--- config.mk ---
export PLATFORM = sky130hd
export DESIGN_NAME = memory_arbiter
export DESIGN_NICKNAME = d
export VERILOG_FILES = /design/src/rtl/cpu_types_pkg.sv /design/src/rtl/memory_arbiter.sv
export SDC_FILE = /design/constraint.sdc
export NUM_CORES = 1
export LEC_CHECK = 0
export BUFFER_PORTS_ARGS = -buffer_cell sky130_fd_sc_hd__buf_2
export CORE_MARGIN = 4
export CORE_UTILIZATION = 43
export CTS_BUF_LIST = sky130_fd_sc_hd__clkbuf_4
export DETAILED_ROUTE_END_ITERATION = 8
export GPL_ROUTABILITY_DRIVEN = 0
export PLACE_DENSITY = 0.83
export SYNTH_ARGS = -nofsm -noshare
export SYNTH_HDL_FRONTEND = slang
export SYNTH_SLANG_ARGS = --single-unit
--- constraint.sdc ---
create_clock -name CLK -period 3.9 [get_ports CLK]
set_input_delay 0.78 -clock CLK [delete_from_list [all_inputs] [get_ports CLK]]
set_output_delay 0.78 -clock CLK [all_outputs]
set_load 0.03 [all_outputs]
--- src/rtl/cpu_types_pkg.sv ---
// rtl/cpu_types_pkg.sv - shared CPU/RAM types and arbiter state encodings
package cpu_types_pkg;

  // Machine word used on every RAM and requester data path
  typedef logic [31:0] word_t;

  // RAM handshake state as reported by the single-port RAM
  typedef enum logic [1:0] {
    FREE   = 2'd0,
    BUSY   = 2'd1,
    ACCESS = 2'd2,
    ERROR  = 2'd3
  } ramstate_t;

  // Arbiter lock state: idle, or locked to the instruction/data side
  typedef enum logic [1:0] {
    IDLE  = 2'd0,
    IBUSY = 2'd1,
    DBUSY = 2'd2
  } arbstate_t;

  // Which requester currently drives the RAM in this cycle
  typedef enum logic [1:0] {
    GNT_NONE = 2'd0,
    GNT_I    = 2'd1,
    GNT_D    = 2'd2
  } grant_t;

  // Width of the fairness streak counter (saturates at all-ones)
  localparam int unsigned DSTREAK_W = 4;

endpackage

--- src/rtl/memory_arbiter.sv ---
// rtl/memory_arbiter.sv - instruction/data arbiter in front of a single-port RAM
module memory_arbiter
  import cpu_types_pkg::*;
#(
  parameter int unsigned IFAIR = 4
) (
  input  logic      CLK,
  input  logic      nRST,
  input  logic      iREN,
  input  word_t     iaddr,
  output word_t     iload,
  output logic      iwait,
  input  logic      dREN,
  input  logic      dWEN,
  input  word_t     daddr,
  input  word_t     dstore,
  output word_t     dload,
  output logic      dwait,
  output logic      ramREN,
  output logic      ramWEN,
  output word_t     ramaddr,
  output word_t     ramstore,
  input  word_t     ramload,
  input  ramstate_t ramstate
);

  localparam logic [DSTREAK_W-1:0] IFAIR_W  = DSTREAK_W'(IFAIR);
  localparam logic [DSTREAK_W-1:0] SAT_MAX  = '1;

  arbstate_t             state_q, state_d;
  logic [DSTREAK_W-1:0]  dstreak_q, dstreak_d;
  logic                  dwr_q, dwr_d;      // locked data transaction is a write
  word_t                 addr_q, addr_d;    // address shadow, held when nobody drives
  word_t                 store_q, store_d;  // write-data shadow

  logic   d_req;
  logic   starve;
  logic   access;
  grant_t gnt;

  assign d_req  = dREN | dWEN;
  assign starve = iREN && (dstreak_q >= IFAIR_W);
  assign access = (ramstate == ACCESS);

  // Pick the side that drives the RAM: arbitrate in IDLE, keep the lock otherwise
  always_comb begin
    gnt = GNT_NONE;
    case (state_q)
      IDLE: begin
        if (d_req && !starve) begin
          gnt = GNT_D;
        end else if (iREN) begin
          gnt = GNT_I;
        end
      end
      IBUSY: begin
        if (iREN) begin
          gnt = GNT_I;
        end
      end
      DBUSY: begin
        // A read/write flip is a new transaction, so it aborts the lock
        if (d_req && (dWEN == dwr_q)) begin
          gnt = GNT_D;
        end
      end
      default: gnt = GNT_NONE;
    endcase
  end

  // RAM drive, completion reporting, next state and fairness bookkeeping
  always_comb begin
    state_d   = state_q;
    dstreak_d = dstreak_q;
    dwr_d     = dwr_q;
    addr_d    = addr_q;
    store_d   = store_q;
    ramREN    = 1'b0;
    ramWEN    = 1'b0;
    ramaddr   = addr_q;
    ramstore  = store_q;
    iwait     = iREN;
    dwait     = d_req;
    iload     = '0;
    dload     = '0;

    case (gnt)
      GNT_I: begin
        ramREN  = 1'b1;
        ramaddr = iaddr;
        addr_d  = iaddr;
        if (access) begin
          iwait     = 1'b0;
          iload     = ramload;
          dstreak_d = '0;
          state_d   = IDLE;
        end else begin
          state_d   = IBUSY;
        end
      end
      GNT_D: begin
        // Write wins over read so the RAM never sees both enables
        ramWEN   = dWEN;
        ramREN   = dREN & ~dWEN;
        ramaddr  = daddr;
        ramstore = dstore;
        addr_d   = daddr;
        store_d  = dstore;
        dwr_d    = dWEN;
        if (access) begin
          dwait   = 1'b0;
          dload   = ramload;
          state_d = IDLE;
          if (iREN) begin
            dstreak_d = (dstreak_q == SAT_MAX) ? dstreak_q : dstreak_q + 1'b1;
          end else begin
            dstreak_d = '0;
          end
        end else begin
          state_d = DBUSY;
        end
      end
      default: begin
        // Nothing granted or the locked side withdrew: drop enables, back to IDLE
        state_d = IDLE;
      end
    endcase

    // In reset the RAM is quiet and no completion leaks out, even on ACCESS
    if (!nRST) begin
      ramREN   = 1'b0;
      ramWEN   = 1'b0;
      ramaddr  = '0;
      ramstore = '0;
      iwait    = iREN;
      dwait    = d_req;
      iload    = '0;
      dload    = '0;
    end
  end

  // State, fairness counter and shadow registers
  always_ff @(posedge CLK or negedge nRST) begin
    if (!nRST) begin
      state_q   <= IDLE;
      dstreak_q <= '0;
      dwr_q     <= 1'b0;
      addr_q    <= '0;
      store_q   <= '0;
    end else begin
      state_q   <= state_d;
      dstreak_q <= dstreak_d;
      dwr_q     <= dwr_d;
      addr_q    <= addr_d;
      store_q   <= store_d;
    end
  end

endmodule
# Word-level counts from Yosys, hierarchy flattened
# Cells that the tools add are included.
totals:
  ff_bits: 71
  inputBits: 135
  output_inout_bits: 132
op_classes:
  addsub: 1
  order_cmp: 1
  n_eq_ne: 10
  muxes: 31
  bitwise_logic: 3
  reduce_logical: 7
ops:
  columns: ["cell", "count"]
  rows:
  - ["32-bit 2-to-1 mux", 8]
  - ["32-bit one-hot mux with 2 select lines", 1]
  - ["4-bit 2-to-1 mux", 4]
  - ["1-bit 2-to-1 mux", 11]
  - ["4-bit one-hot mux with 2 select lines", 1]
  - ["2-bit == test, second input constant", 3]
  - ["2-bit 2-to-1 mux", 3]
  - ["2-bit one-hot mux with 3 select lines", 1]
  - ["4-bit by 1-bit adder with 4-bit output, second input constant", 1]
  - ["2-bit by 1-bit == test with 1-bit output, second input constant", 2]
  - ["4-bit == test, second input constant", 1]
  - ["4-bit by 3-bit greater-or-equal comparator with 1-bit output, second input constant", 1]
  - ["2-bit inequality test, second input constant", 2]
  - ["2-bit one-hot mux with 2 select lines", 1]
  - ["4-bit AND reduction", 1]
  - ["1-bit logical AND", 3]
  - ["3-bit inequality test, second input constant", 1]
  - ["2-bit zero test", 1]
  - ["1-bit one-hot mux with 2 select lines", 1]
  - ["2-bit nonzero test", 1]
  - ["1-bit AND", 1]
  - ["1-bit == test", 1]
  - ["1-bit zero test", 1]
  - ["1-bit NOT", 1]
  - ["1-bit bitwise OR", 1]

# Logic depth before layout (Yosys ltp)
# Gate-level depths: netlist (run 1).
depth:
  depth_word: 9
  depth_mapped: 9
  ltp_nobuf: 7

# Least setup slack after synthesis (run 1)
# OpenSTA, ideal clock, no wires.
synth_path:
  path_kind: "input-to-output"
  from: "input port iREN"
  to: "output port ramREN"
  arrival_ns: 2.852
  required_ns: 3.120
  setup_slack_ns: 0.268
  cell_stages: 7
  n_path_buf: 2
  cell_sequence: "o21a_1 or3_1 o22a_1 ha_1 buf_2 buf_1 nor3b_1"
synth_between:
  elab_chain_cells: 8
  elab_cells_between_ends: 10
  classes_between: "eq/ne (2); mux (5); reduce/logical (3)"
synth_rtl:
  columns: ["item", "line", "rtl"]
  rows:
  - ["start: declaration", "memory_arbiter.sv:9", "input logic iREN,"]
  - ["1-bit logical AND", "memory_arbiter.sv:42", "assign starve = iREN && (dstreak_q >= IFAIR_W);"]
  - ["1-bit zero test", "memory_arbiter.sv:50", "if (d_req && !starve) begin"]
  - ["1-bit logical AND", "memory_arbiter.sv:50", null]
  - ["2-bit 2-to-1 mux", "memory_arbiter.sv:50", null]
  - ["2-bit one-hot mux with 3 select lines (*)", "memory_arbiter.sv:48", "case (state_q)"]
  - ["2-bit == test / 2-bit by 1-bit == test with 1-bit output (equally long branches)", "memory_arbiter.sv:87", "case (gnt)"]
  - ["1-bit one-hot mux with 2 select lines (*)", "memory_arbiter.sv:87", null]
  - ["1-bit 2-to-1 mux (*)", "memory_arbiter.sv:130", "if (!nRST) begin"]
  - ["end: declaration", "memory_arbiter.sv:19", "output logic ramREN,"]
# Mark *: on every way between the ends. The rest lies on a longest branch, timed or not.

# Worst setup path after layout (run 1)
layout_path:
  from: "register dstreak_q[2]"
  to: "output port ramaddr[5]"
layout_between:
  elab_chain_cells: 9
  elab_cells_between_ends: 10
  classes_between: "order compare (1); eq/ne (2); mux (4); reduce/logical (3)"
layout_rtl:
  columns: ["item", "line", "rtl"]
  rows:
  - ["start: declaration", "memory_arbiter.sv:31", "logic [DSTREAK_W-1:0] dstreak_q, dstreak_d;"]
  - ["start signal: assignment", "memory_arbiter.sv:152", "dstreak_q <= dstreak_d;"]
  - ["4-bit by 3-bit greater-or-equal comparator with 1-bit output (*)", "memory_arbiter.sv:42", null]
  - ["1-bit logical AND (*)", "memory_arbiter.sv:42", null]
  - ["1-bit zero test (*)", "memory_arbiter.sv:50", null]
  - ["1-bit logical AND (*)", "memory_arbiter.sv:50", null]
  - ["2-bit 2-to-1 mux (*)", "memory_arbiter.sv:50", null]
  - ["2-bit one-hot mux with 3 select lines (*)", "memory_arbiter.sv:48", null]
  - ["2-bit == test / 2-bit by 1-bit == test with 1-bit output (equally long branches)", null, null]
  - ["32-bit one-hot mux with 2 select lines (*)", null, null]
  - ["net addr_d[5]", "memory_arbiter.sv:33", "word_t addr_q, addr_d;"]
  - ["32-bit 2-to-1 mux (*)", "memory_arbiter.sv:130", null]
  - ["end: declaration", "memory_arbiter.sv:21", "output word_t ramaddr,"]
# Mark *: on every way through the listed nets, which the timed path passes. The rest lies on a longest branch.

==> results of run 1 <==
-- per-stage QoR --
stage	hold slack (ns)	setup WS (ns)	power, mW	std cells
2_1_floorplan	0.450	0.268	2.49	405
3_3_place_gp	0.467	0.281	2.99	754
3_5_place_dp	0.478	0.241	3.06	754
4_1_cts	0.230	0.179	3.57	770
5_1_grt	0.225	0.00777	3.79	772
6_report	0.245	0.210	3.54	772
-- how the worst max path moves through the flow --
stage | cells after the start | startpoint | end
after floorplan | 7 | iREN | ramREN
after global routing | 9 | dstreak_q[2] | ramaddr[27]
final | 9 | dstreak_q[2] | ramaddr[5]
after global placement | 10 | iREN | ramaddr[5]
after detailed placement | 10 | iREN | ramaddr[20]
after CTS | 9 | dstreak_q[2] | ramaddr[20]
-- layer usage --
layer / vias up / share of wire, %
met5: - / 0
met4: 0 / 2.4
met3: 19 / 8.2
met2: 160 / 53
met1: 1768 / 36
li1: 1873 / -
-- layout make-up --
type,instances,area (sq um)
Antenna cell,2,5.00
Multi-Input combinational cell,299,2020
Sequential cell,71,1780
Clock inverter,7,87.6
Fill cell,764,3260
Tap cell,108,135
Clock buffer,9,67.6
Inverter,2,7.51
Timing Repair Buffer,274,1440
-- layout by cell type (no fill, tap or decap), types with 2 or more instances in the layout --
cell and count:
buf_2 265, and2_1 129, dfrtp_1 71, nand2_1 34
o21ai_0 34, mux2_2 33, a22oi_1 32, clkbuf_4 9
buf_4 5, nor3b_1 4, and3_1 4, buf_12 4
nand2b_1 3, diode_2 2, nor2_1 2, a21oi_1 2
nor2b_1 2, inv_1 2, a211oi_1 2, a2bb2oi_1 2
ha_2 2, bufinv_16 2, clkinvlp_4 2, clkinv_1 2
-- logic make-up after synthesis --
logic type	count (synthesis)
flip-flops	71
adder cells (fa/ha/maj)	3
AND/OR/NAND/NOR	183
AO/OA/AOI/OAI	79
multiplexers	34
buffers and inverters	35
-- critical path, cell delays in order (launching register included) --
cell and delay, ns:
dfrtp_1 0.44, o21a_1 0.20, or3_1 0.40, o22a_1 0.22
ha_2 0.47, buf_12 0.22, nand2_1 0.08, o21ai_0 0.09
and2_1 0.17, buf_2 0.20
-- power by group through the flow --
| stage | sequential, mW | clock [mW] | combinational [mW] |
|---|---|---|---|
| 2_1_floorplan | 1.13 | 0 | 1.35 |
| 3_3_place_gp | 1.15 | 0 | 1.84 |
| 3_5_place_dp | 1.17 | 0 | 1.88 |
| 4_1_cts | 1.16 | 0.528 | 1.89 |
| 5_1_grt | 1.18 | 0.565 | 2.04 |
| 6_report | 1.15 | 0.515 | 1.87 |
-- sequential cells by signal (all words and copies together) (netlist names) --
| signal | count |
|---|---|
| store_q | 32 |
| addr_q | 32 |
| dstreak_q | 4 |
| state_q | 2 |
| dwr_q | 1 |
==> results.cfg, run 1 <==
[status]
status = completed

[grt]
grt.busiest_layer = met2
met3_usage_pct = 6.16
grtUsageMet1_pct = 22.9
grt_pass1_wl_um = 18900
grtUsageMet2_pct = 39.0
grt_usage_pct = 21.2
grt_max_degree = 109
grt_pass1_vias = 3948
antenna_found_initial = 2
grt_overflow = 0

[synth]
yosysMostFrequentCell = and2_1
synthXorXnorAreaFrac_pct = 0
synth.area.mux_share_pct = 9.79
yosys-top-cells-count = and2_1, dfrtp_1, nand2_1, o21ai_0, mux2_2
ys.flop_type = dfrtp_1
ys_ff_latch = 71
synth_top_family_by_area = simple AND/OR/NAND/NOR gates
synth_edf_count = 0
syn_area_sq_mm = 0.00395
synthArstFlopShare_pct = 100
synth.avg_cell_area_sq_um = 9.75
syn_nets = 543
synth-simple-area-share_pct = 27.0
yosys.area.top_type = dfrtp_1
synth_warnings = 0
synth.distinct_cells = 34
synth_compound_area_share_pct = 13.4
synth_top_area_share_pct = 45.0
synth_area_leaders = dfrtp_1, and2_1, mux2_2
syn-instance-count = 405
synth-seq-area-share_pct = 45.0
synthAdderAreaFrac_pct = 0.951

[drt]
wl_per_cell_um = 15.2
firstDrtPassIters = 4
ant_nets = 0
drcViolationCount = 0
drt-initial-drc-count = 147
viasPerCell = 4.95
num_vias = 3820
drt-total-wl_um = 11700

[cells_and_area]
area_delta_synth_final_pct = 40.5
stdcell_area_sq_mm = 0.00555
fin_nets = 795
finish.utilization_pct = 63.0
drive_gt1_share_pct = 49.2

[pwr]
switching_power_mw = 1.50
p_clk_share_pct = 14.5
p_comb_share_pct = 52.9
switching_share_pct = 42.3
power_density_mw_per_mm2 = 638
intPower_mw = 2.04
max-vdd-ir-drop_mv = 0.521
p_seq_share_pct = 32.6
power.leakage_nw = 2.99

[timing]
worst_slew_pin_slew_ns = 0.751
period_share_pct = 94.6
rsz0062_at_grt = false
clock_skew_ns = 0.0191
max_slew_margin_pct = 49.9
maxSlewViolCount = 0
period_needed_ns = 3.69
hold_violations = 0
setup_violations = 0
tns_ns = 0
max_freq_ghz = 0.271

[critical_path]
crit_fanout = 41
cp-end-kind = primary output
worstSetupStartpointType = flip-flop
critPathRequiredTime_ns = 3.12
timing.rr.end = dstreak_q[0]
rr_startpoint = dstreak_q[2]
critical_path_class = flip-flop to primary output
arrival_ns = 2.91
ff2ff_path_depth = 7
r2r_setup_slack_ns = 1.41

[job]
maxCapViolations = 0

[placed_design]
io_buffers = 266
hpwl_um = 9260
placed_area_sq_mm = 0.00539

[clock_tree]
clk_pin_slew_ns = 0.12
cts.htree.levels = 3
postCtsResizedCells = 0
cts_root_buf = clkbuf_4
insertion_delay_ns = 0.41
cts_setup_buffers = 0
cts_tree = done
clkSinkCount = 71
ctsHoldBuffers = 0
cts_inserted_buffers = 9
clock_path_buffers = 2

[die]
core_area_sq_mm = 0.00881
io_pins = 267
initial_core_util_pct = 44.8
fp-row-count = 34
die_area_sq_mm = 0.0108
die-height_um = 104
die_x_um = 104

[worst_hold_path]
hold_class = primary input to async pin
No activity file was read; power rests on OpenSTA's default activity.
==> run 2, diff against run 1 <==
--- a/config.mk
+++ b/config.mk
@@ -6,12 +6,13 @@
 export NUM_CORES = 1
 export LEC_CHECK = 0
 export BUFFER_PORTS_ARGS = -buffer_cell sky130_fd_sc_hd__buf_2
+export CORE_ASPECT_RATIO = 1.4
 export CORE_MARGIN = 4
-export CORE_UTILIZATION = 43
+export CORE_UTILIZATION = 39
 export CTS_BUF_LIST = sky130_fd_sc_hd__clkbuf_4
 export DETAILED_ROUTE_END_ITERATION = 8
 export GPL_ROUTABILITY_DRIVEN = 0
-export PLACE_DENSITY = 0.83
+export PLACE_DENSITY = 0.8
 export SYNTH_ARGS = -nofsm -noshare
 export SYNTH_HDL_FRONTEND = slang
 export SYNTH_SLANG_ARGS = --single-unit
==> constraint.sdc (replaced) <==
create_clock -name CLK -period 3.2 [get_ports CLK]
set_input_delay 0.64 -clock CLK [delete_from_list [all_inputs] [get_ports CLK]]
set_output_delay 0.64 -clock CLK [all_outputs]
set_load 0.03 [all_outputs]
==> results.cfg, run 2 (synthesized netlist as in run 1, its figures left out) <==
[timing]
rsz0062_at_grt = true
fin_ws_ns = -0.231
clock_skew_ns = 0.0187
maxSlewViolCount = 0
setup_violations = 99
tns_ns = -16.81
max_freq_ghz = 0.291
hold_violations = 0
period_share_pct = 107
max_slew_margin_pct = 71.8
period_needed_ns = 3.43
worst_slew_pin_slew_ns = 0.423

[clock_tree]
clock_path_buffers = 2
cts.htree.levels = 3
clkSinkCount = 71
clk_pin_slew_ns = 0.12
cts_root_buf = clkbuf_4
cts_inserted_buffers = 9
insertion_delay_ns = 0.43
cts_tree = done

[grt]
grt_pass1_wl_um = 22500
antenna_found_initial = 3
grt_overflow = 0
grt_usage_pct = 24.4
grt_max_degree = 93
grt_pass1_vias = 4591

[cells_and_area]
final_cell_mix = buf_6, buf_2, and2_4
final_cells = 875
finish.utilization_pct = 79.8
reg_top3 = addr_q (32), store_q (32), dstreak_q (4)
area_delta_synth_final_pct = 100
stdcell_area_sq_mm = 0.00790
fin_nets = 872
final_common_cell = buf_6
drive_gt1_share_pct = 74.3

[die]
initial_core_util_pct = 39.9
io_pins = 267
fp-row-count = 43
die-height_um = 127
core_area_sq_mm = 0.00990
die_area_sq_mm = 0.0118
die_x_um = 93.0

[placed_design]
dp.cells = 807
hpwl_um = 9810
placed_area_sq_mm = 0.00567
io_buffers = 266

[job]
maxCapViolations = 0

[status]
violations = setup timing
status = finished with violations

[critical_path]
crit_fanout = 7
worstPathCellList = o21a_1, or3_4, o22ai_4, ha_4, buf_12, buf_6, and3_4, buf_6, and2_4, buf_6
slowest_delay_ns = 0.42
critical-path-slowest-cell = or3_4
r2r_setup_slack_ns = 0.49
arrival_ns = 2.79
critPathRequiredTime_ns = 2.56
crit_top_cell = buf_6
worstSetupStartpointType = flip-flop
cp-end-kind = primary output
critical_path_class = flip-flop to primary output

[drt]
firstDrtPassIters = 5
drt-initial-drc-count = 245
viasPerCell = 5.40
wl_per_cell_um = 20.7
drt-total-wl_um = 18100
num_vias = 4724
ant_nets = 0
drcViolationCount = 0

[pwr]
switching_share_pct = 39.0
p_comb_share_pct = 69.0
intPower_mw = 3.92
p_seq_share_pct = 22.5
power.leakage_nw = 3.97
switching_power_mw = 2.50
max-vdd-ir-drop_mv = 0.552
power_density_mw_per_mm2 = 812
p_clk_share_pct = 8.6

[worst_hold_path]
hold_class = primary input to flip-flop
==> run 2: cell types whose count changed in the layout (fill, tap and decap cells not counted), moves of 14 or more <==
cell / delta
buf_2: -132
o21ai_2: +14
mux2_4: +32
buf_6: +138
o21ai_1: +16
mux2_2: -32
buf_4: +50
and2_1: -110
o21ai_0: -32
and2_4: +110
==> run 2: final cells by class <==
type                            count  area, sq um
Timing Repair Buffer              351         3190
Multi-Input combinational cell    299         2630
Fill cell                         565         2000
Sequential cell                    71         1780
Tap cell                          135          169
Clock buffer                       10         75.1
Clock inverter                      6         51.3
Inverter                            2         7.51
Antenna cell                        1         2.50
==> run 2: worst paths after layout <==
path | from | to | cells after the start
worst min register to register | addr_q[6] | addr_q[6] | 2
min in group asynchronous | nRST | dstreak_q[0] | 2
worst max-delay path | dstreak_q[3] | dload[0] | 10
max in group asynchronous | nRST | addr_q[18] | 3
worst max register to register | dstreak_q[3] | dstreak_q[0] | 9
worst min-delay path | dstore[2] | store_q[2] | 2
==> run 2: metrics by stage <==
stage	hold slack (ns)	setup slack [ns]	total power, mW
6_report	0.453	-0.231	6.42
5_1_grt	0.428	-0.344	6.70
4_1_cts	0.00308	-0.196	5.73
3_5_place_dp	0.476	-0.118	3.96
3_3_place_gp	0.468	-0.0578	3.87
2_1_floorplan	0.344	0.0508	3.03
==> run 2: power by group through the flow <==
stage | registers, mW | logic (mW) | clock network (mW)
floorplan | 1.38 | 1.65 | 0
global placement | 1.40 | 2.46 | 0
detailed placement | 1.43 | 2.53 | 0
CTS | 1.42 | 3.74 | 0.562
global route | 1.47 | 4.63 | 0.601
finish | 1.44 | 4.43 | 0.549
==> run 2: worst max-delay path, delay by kind of cell (launching register included) <==
family                   cells  cell delay [ns]
adder cells (fa/ha/maj)      1             0.21
buffers and inverters        4             0.53
AO/OA/AOI/OAI                2             0.38
flip-flops                   1             0.40
AND/OR/NAND/NOR              3             0.82
==> run 2: metal layers <==
layer  routed length [um]  part of all wire, %  track usage (%)  vias up
li1                     -                    -                -     2032
met1                 6200                   34             25.4     2314
met2                 9660                   53             45.1      305
met3                 1490                  8.2             6.48       69
met4                  739                  4.1             11.0        4
met5                   34                 0.19                0        -
==> run 2: repair_timing <==
item	4_1_cts	5_1_grt
pin swaps	36	42
gates resized for setup	316	216
gates cloned	8	9
buffers inserted	17	17
endpoints found under the hold margin	0	6
hold buffers	0	1
endpoints found under the setup margin	131	132
